### config.mk
export PLATFORM = sky130hd
export DESIGN_NAME = mips_mem_arbiter
export DESIGN_NICKNAME = d
export VERILOG_FILES = /design/src/rtl/mips_mem_arbiter.sv
export SDC_FILE = /design/constraint.sdc
export NUM_CORES = 1
export LEC_CHECK = 0
export ABC_AREA = 1
export BUFFER_PORTS_ARGS = -buffer_cell sky130_fd_sc_hd__buf_4
export CORE_MARGIN = 1
export CORE_UTILIZATION = 48
export DETAILED_ROUTE_END_ITERATION = 6
export GPL_TIMING_DRIVEN = 0
export MAX_ROUTING_LAYER = met4
export PLACE_DENSITY = 0.82
export SLEW_MARGIN = 10
export SYNTH_ARGS = -nofsm -noshare
export SYNTH_HDL_FRONTEND = slang
export SYNTH_SLANG_ARGS = --single-unit
### constraint.sdc
create_clock -name clk -period 2 [get_ports clk]
set_input_delay 0.5 -clock clk [delete_from_list [all_inputs] [get_ports clk]]
set_output_delay 0.5 -clock clk [all_outputs]
set_load 0.005 [all_outputs]
### src/rtl/mips_mem_arbiter.sv
// Round-robin arbiter sharing one single-port memory between the instruction-fetch
// and data ports of a MIPS core; one transfer in flight, with a bounded wait for mem_ack.
module mips_mem_arbiter #(
  parameter int ADDR_WIDTH = 16,
  parameter int DATA_WIDTH = 16,
  parameter int TIMEOUT    = 15
) (
  input  logic                  clk,
  input  logic                  rst_n,
  input  logic                  if_req,
  input  logic [ADDR_WIDTH-1:0] if_addr,
  output logic [DATA_WIDTH-1:0] if_rdata,
  output logic                  if_ack,
  input  logic                  d_req,
  input  logic                  d_we,
  input  logic [ADDR_WIDTH-1:0] d_addr,
  input  logic [DATA_WIDTH-1:0] d_wdata,
  output logic [DATA_WIDTH-1:0] d_rdata,
  output logic                  d_ack,
  output logic                  mem_req,
  output logic                  mem_we,
  output logic [ADDR_WIDTH-1:0] mem_addr,
  output logic [DATA_WIDTH-1:0] mem_wdata,
  input  logic [DATA_WIDTH-1:0] mem_rdata,
  input  logic                  mem_ack,
  output logic                  bus_err
);

  typedef enum logic [1:0] {IDLE, BUSY_IF, BUSY_D, RESP} state_t;
  localparam int CW = 8;

  state_t                state_q, state_d;
  logic                  last_d_q, last_d_d;
  logic [CW-1:0]         cnt_q, cnt_d;
  logic                  mem_req_q, mem_req_d;
  logic                  mem_we_q, mem_we_d;
  logic [ADDR_WIDTH-1:0] mem_addr_q, mem_addr_d;
  logic [DATA_WIDTH-1:0] mem_wdata_q, mem_wdata_d;
  logic [DATA_WIDTH-1:0] if_rdata_q, if_rdata_d;
  logic [DATA_WIDTH-1:0] d_rdata_q, d_rdata_d;
  logic                  if_ack_q, if_ack_d;
  logic                  d_ack_q, d_ack_d;
  logic                  bus_err_q, bus_err_d;
  logic                  grant_if;
  logic                  expired;

  // last_d_q set means data was granted last, so IF wins the next tie
  assign grant_if = if_req && (!d_req || last_d_q);
  assign expired  = (cnt_q == CW'(TIMEOUT - 1));

  always_comb begin
    state_d     = state_q;
    last_d_d    = last_d_q;
    cnt_d       = cnt_q;
    mem_req_d   = mem_req_q;
    mem_we_d    = mem_we_q;
    mem_addr_d  = mem_addr_q;
    mem_wdata_d = mem_wdata_q;
    if_rdata_d  = if_rdata_q;
    d_rdata_d   = d_rdata_q;
    if_ack_d    = if_ack_q;
    d_ack_d     = d_ack_q;
    bus_err_d   = bus_err_q;
    unique case (state_q)
      IDLE: begin
        if (grant_if) begin
          state_d     = BUSY_IF;
          last_d_d    = 1'b0;
          cnt_d       = '0;
          mem_req_d   = 1'b1;
          mem_we_d    = 1'b0;
          mem_addr_d  = if_addr;
          mem_wdata_d = '0;
        end else if (d_req) begin
          state_d     = BUSY_D;
          last_d_d    = 1'b1;
          cnt_d       = '0;
          mem_req_d   = 1'b1;
          mem_we_d    = d_we;
          mem_addr_d  = d_addr;
          mem_wdata_d = d_wdata;
        end
      end
      BUSY_IF, BUSY_D: begin
        // mem_ack takes priority over an expiring wait counter
        if (mem_ack || expired) begin
          state_d     = RESP;
          bus_err_d   = !mem_ack;
          mem_req_d   = 1'b0;
          mem_we_d    = 1'b0;
          mem_addr_d  = '0;
          mem_wdata_d = '0;
          if (state_q == BUSY_IF) begin
            if_ack_d   = 1'b1;
            if_rdata_d = mem_ack ? mem_rdata : '0;
          end else begin
            d_ack_d = 1'b1;
            if (!mem_we_q) d_rdata_d = mem_ack ? mem_rdata : '0;
          end
        end else begin
          cnt_d = cnt_q + CW'(1);
        end
      end
      RESP: begin
        state_d   = IDLE;
        if_ack_d  = 1'b0;
        d_ack_d   = 1'b0;
        bus_err_d = 1'b0;
      end
      default: state_d = IDLE;
    endcase
  end

  always_ff @(posedge clk or negedge rst_n) begin
    if (!rst_n) begin
      state_q     <= IDLE;
      last_d_q    <= 1'b1;
      cnt_q       <= '0;
      mem_req_q   <= 1'b0;
      mem_we_q    <= 1'b0;
      mem_addr_q  <= '0;
      mem_wdata_q <= '0;
      if_rdata_q  <= '0;
      d_rdata_q   <= '0;
      if_ack_q    <= 1'b0;
      d_ack_q     <= 1'b0;
      bus_err_q   <= 1'b0;
    end else begin
      state_q     <= state_d;
      last_d_q    <= last_d_d;
      cnt_q       <= cnt_d;
      mem_req_q   <= mem_req_d;
      mem_we_q    <= mem_we_d;
      mem_addr_q  <= mem_addr_d;
      mem_wdata_q <= mem_wdata_d;
      if_rdata_q  <= if_rdata_d;
      d_rdata_q   <= d_rdata_d;
      if_ack_q    <= if_ack_d;
      d_ack_q     <= d_ack_d;
      bus_err_q   <= bus_err_d;
    end
  end

  assign mem_req   = mem_req_q;
  assign mem_we    = mem_we_q;
  assign mem_addr  = mem_addr_q;
  assign mem_wdata = mem_wdata_q;
  assign if_rdata  = if_rdata_q;
  assign d_rdata   = d_rdata_q;
  assign if_ack    = if_ack_q;
  assign d_ack     = d_ack_q;
  assign bus_err   = bus_err_q;

endmodule

==> metrics.md <==
| Metric | Value |
|---|---|
| Data arrival time of the worst path | `2130 ps` |
| Class of the worst hold path | `input pin to async pin` |
| Worst setup skew after layout | `17.3 ps` |
| Kind of launch point of the worst setup path | `flip-flop` |
| Clock transition time at the flip-flop clock pins of the worst setup and hold paths | `80 ps` |
| Number of iterations in the first detailed-routing pass | `4` |
| Clock Sink Count | `80` |
| Vias in the first global route | `3,665` |
| Routability-driven placement congestion ratio | `0.914` |
| Max-capacitance violation count | `0` |
| Power per Cell Area | `1420 mW/mm²` |
| Placeable core region | `0.00822 mm²` |
| Gate Count Post-Synth | `537` |
| Worst skew pair latency | `360 ps` |
| Count of standard-cell rows | `33` |
| Reg-to-reg slack, setup | `160 ps` |
| Vias per cell | `4.94` |
| Diode count | `0` |
| Largest buffer count on any clock path | `2` |
| Die Width | `94.0 µm` |
| Number of nets produced by synthesis | `613` |
| Post-detailed-route count of antenna-violating nets | `0` |
| Number of H-tree levels | `3` |
| Violation count after the first detailed-routing iteration | `157` |
| Mapped Area | `0.00406 mm²` |
| Maximum fanout encountered on the critical timing path | `10` |
| Routed wire length per instance | `12.6 µm` |
| Synthesized area per cell | `7.56 µm²` |
| Die height | `94.0 µm` |
| Minimum clock period | `1840 ps` |
| Setup Fix Bufs, Post-CTS | `0` |
| Via total after detailed routing | `3,924` |
| Unique cell type count in the Yosys netlist | `26` |
| Share of layout cells above drive strength 1 | `27.7%` |
| Type of destination of the critical path | `flip-flop` |
| Instance count after placement with tap cells included | `779` |
| Critical path class | `flip-flop to flip-flop` |
| Placed wire-length estimate | `7370 µm` |
| Final setup vio count | `0` |
| Overall global routing resource usage | `24.7%` |
| Maximum number of pins on one net before global-route repair | `81` |
| Layout Area Growth over Synthesis | `33.3%` |
| Pins Over Slew Limit | `0` |
| Endpoint required time on the critical path | `2280 ps` |
| First-pass GRT wire length | `16,600 µm` |
| End of the worst register-to-register path | `mem_addr[13]` |
| Slew @ Worst Pin | `976 ps` |
| Worst ir drop on vdd | `0.000911 V` |
| DRC viols | `0` |
| Sequential-to-total area share from yosys stat | `49.3%` |
| Final setup TNS | `0 ps` |
| Outcome | `completed` |
| Launching point of the worst reg2reg path | `last_d_q` |
| Depth of the worst register-to-register path | `9` |
| Headroom to the max-slew limit | `34.9%` |
| Count of boundary I/O pins | `139` |
| Clock buffers created by TritonCTS | `9` |
| Root Driver | `clkbuf_8` |
| Clock tree from TritonCTS | `yes` |
| Initial cell density of the core | `49.4%` |
| Ratio of final minimum period to clock period | `92.1%` |
| Worst hold margin | `291 ps` |
| RSZ-0062 raised after global routing | `false` |
| Nets | `760` |
| FF+latch count, synth | `80` |
| Non-filler instance count after layout | `794` |
| Sum of routed wire length over all layers | `9980 µm` |
| Global route total overflow | `0` |
| F_max | `0.543 GHz` |
| Antenna violations before repair | `0` |
| Port Buffer Count | `137` |
| Die area | `0.00883 mm²` |
| Count of endpoints failing hold in the final timing report | `0` |
| Leakage power figure | `3.20 nW` |
| Yosys warning total | `0` |
## stage by stage
| stage | utilization [%] | total power (W) | cell area, µm² | worst slack [ps] |
|---|---|---|---|---|
| finish | 65.8 | 0.00768 | 5410 | 157 |
| global route | 65.8 | 0.00834 | 5410 | 12.0 |
| CTS | 65.8 | 0.00770 | 5400 | 61.1 |
| detailed placement | 63.5 | 0.00659 | 5220 | 42.5 |
| global placement | 63.5 | 0.00645 | 5220 | 53.5 |
| floorplan | - | 0.00500 | 4060 | 347 |
## report_power, final
part	total [W]	internal (W)	switching, W
Clock	0.00112	0.000499	0.000618
Combinational	0.00401	0.00164	0.00237
Sequential	0.00255	0.00220	0.000357
## Yosys cell counts
| cell type | count | area, µm² |
|---|---|---|
| nor2_8 | 1 | 20.0 |
| dfstp_2 | 1 | 26.3 |
| nand3b_1 | 1 | 7.51 |
| inv_4 | 1 | 6.26 |
| dfrtp_1 | 79 | 1980 |
| xor2_1 | 3 | 26.3 |
| nor2_4 | 2 | 22.5 |
| nor3b_1 | 1 | 7.51 |
| nor2_2 | 1 | 6.26 |
| inv_1 | 43 | 161 |
| a21oi_1 | 18 | 90.1 |
| ha_1 | 6 | 75.1 |
| nand2_4 | 4 | 45.0 |
| buf_4 | 6 | 45.0 |
| o21ai_0 | 3 | 15.0 |
| nand2_2 | 2 | 12.5 |
| o21bai_2 | 1 | 11.3 |
| buf_2 | 11 | 55.1 |
| clkinv_1 | 1 | 3.75 |
| nand3_2 | 1 | 10.0 |
| o21ai_4 | 1 | 16.3 |
| nand3_1 | 67 | 335 |
| nand2_1 | 244 | 916 |
| clkbuf_1 | 4 | 15.0 |
| buf_6 | 3 | 33.8 |
| nor2_1 | 32 | 120 |
## placed cells by master, fill, tap and decap left out, types with 3 or more instances in the layout
master and count:
inv_1 43, buf_6 3, nand2_1 243, nor2_1 31
nand2_2 3, dfrtp_1 79, buf_4 143, xor2_1 3
nand3_1 67, buf_2 11, o21ai_0 3, a21oi_1 18
ha_1 5, clkbuf_8 10, clkbuf_1 3, nand2_4 4
## flip-flops by register name (all words and copies together) (netlist names)
name	count
bus_err	1
cnt_q	8
d_ack	1
d_rdata	16
if_ack	1
if_rdata	16
last_d_q	1
mem_addr	16
mem_req	1
mem_wdata	16
mem_we	1
state_q	2
## layout make-up
| cell class | count | area (µm²) |
|---|---|---|
| Fill cell | 705 | 2810 |
| Sequential cell | 80 | 2000 |
| Buffer | 23 | 145 |
| Timing Repair Buffer | 137 | 1030 |
| Clock buffer | 10 | 138 |
| Multi-Input combinational cell | 388 | 1740 |
| Inverter | 45 | 171 |
| Tap cell | 105 | 131 |
| Clock inverter | 6 | 48.8 |
## routing by layer
| metal | track usage [%] | part of all wire (%) | vias up |
|---|---|---|---|
| li1 | - | - | 1947 |
| met1 | 32.3 | 45 | 1833 |
| met2 | 38.9 | 47 | 133 |
| met3 | 4.45 | 6.5 | 11 |
| met4 | 8.46 | 1.1 | 0 |
| met5 | - | 0 | - |
## critical path, cell delays in order (launching register included)
cell and delay, ps:
dfstp_2 540, inv_1 50, nand2_1 50, nand2_1 80, clkinv_1 170, clkbuf_1 420, nand2_1 110, a21oi_1 190
nand3_1 100, nand2_1 80
## kinds of logic after synthesis
family | after synthesis | share of synthesized area, %
AND/OR/NAND/NOR | 356 | 37.0
flip-flops | 80 | 49.3
buffers and inverters | 69 | 7.89
AO/OA/AOI/OAI | 23 | 3.27
adder cells (fa/ha/maj) | 6 | 1.85
XOR/XNOR | 3 | 0.647
## how the worst max path moves through the flow
stage	startpoint	end	slack [ps]
floorplan	state_q[0]	mem_wdata[10]	350
global placement	state_q[0]	mem_addr[14]	50
detailed placement	state_q[0]	mem_addr[13]	40
CTS	state_q[1]	d_rdata[6]	60
global route	state_q[0]	cnt_q[2]	10
finish	last_d_q	mem_addr[13]	160
## timing repair
| action | 4_1_cts | 5_1_grt |
|---|---|---|
| gates resized for setup | 0 | 3 |
| hold buffers | 0 | 0 |
| endpoints found under the setup margin | 1 | 28 |
Power figures use the tool's default switching activity.
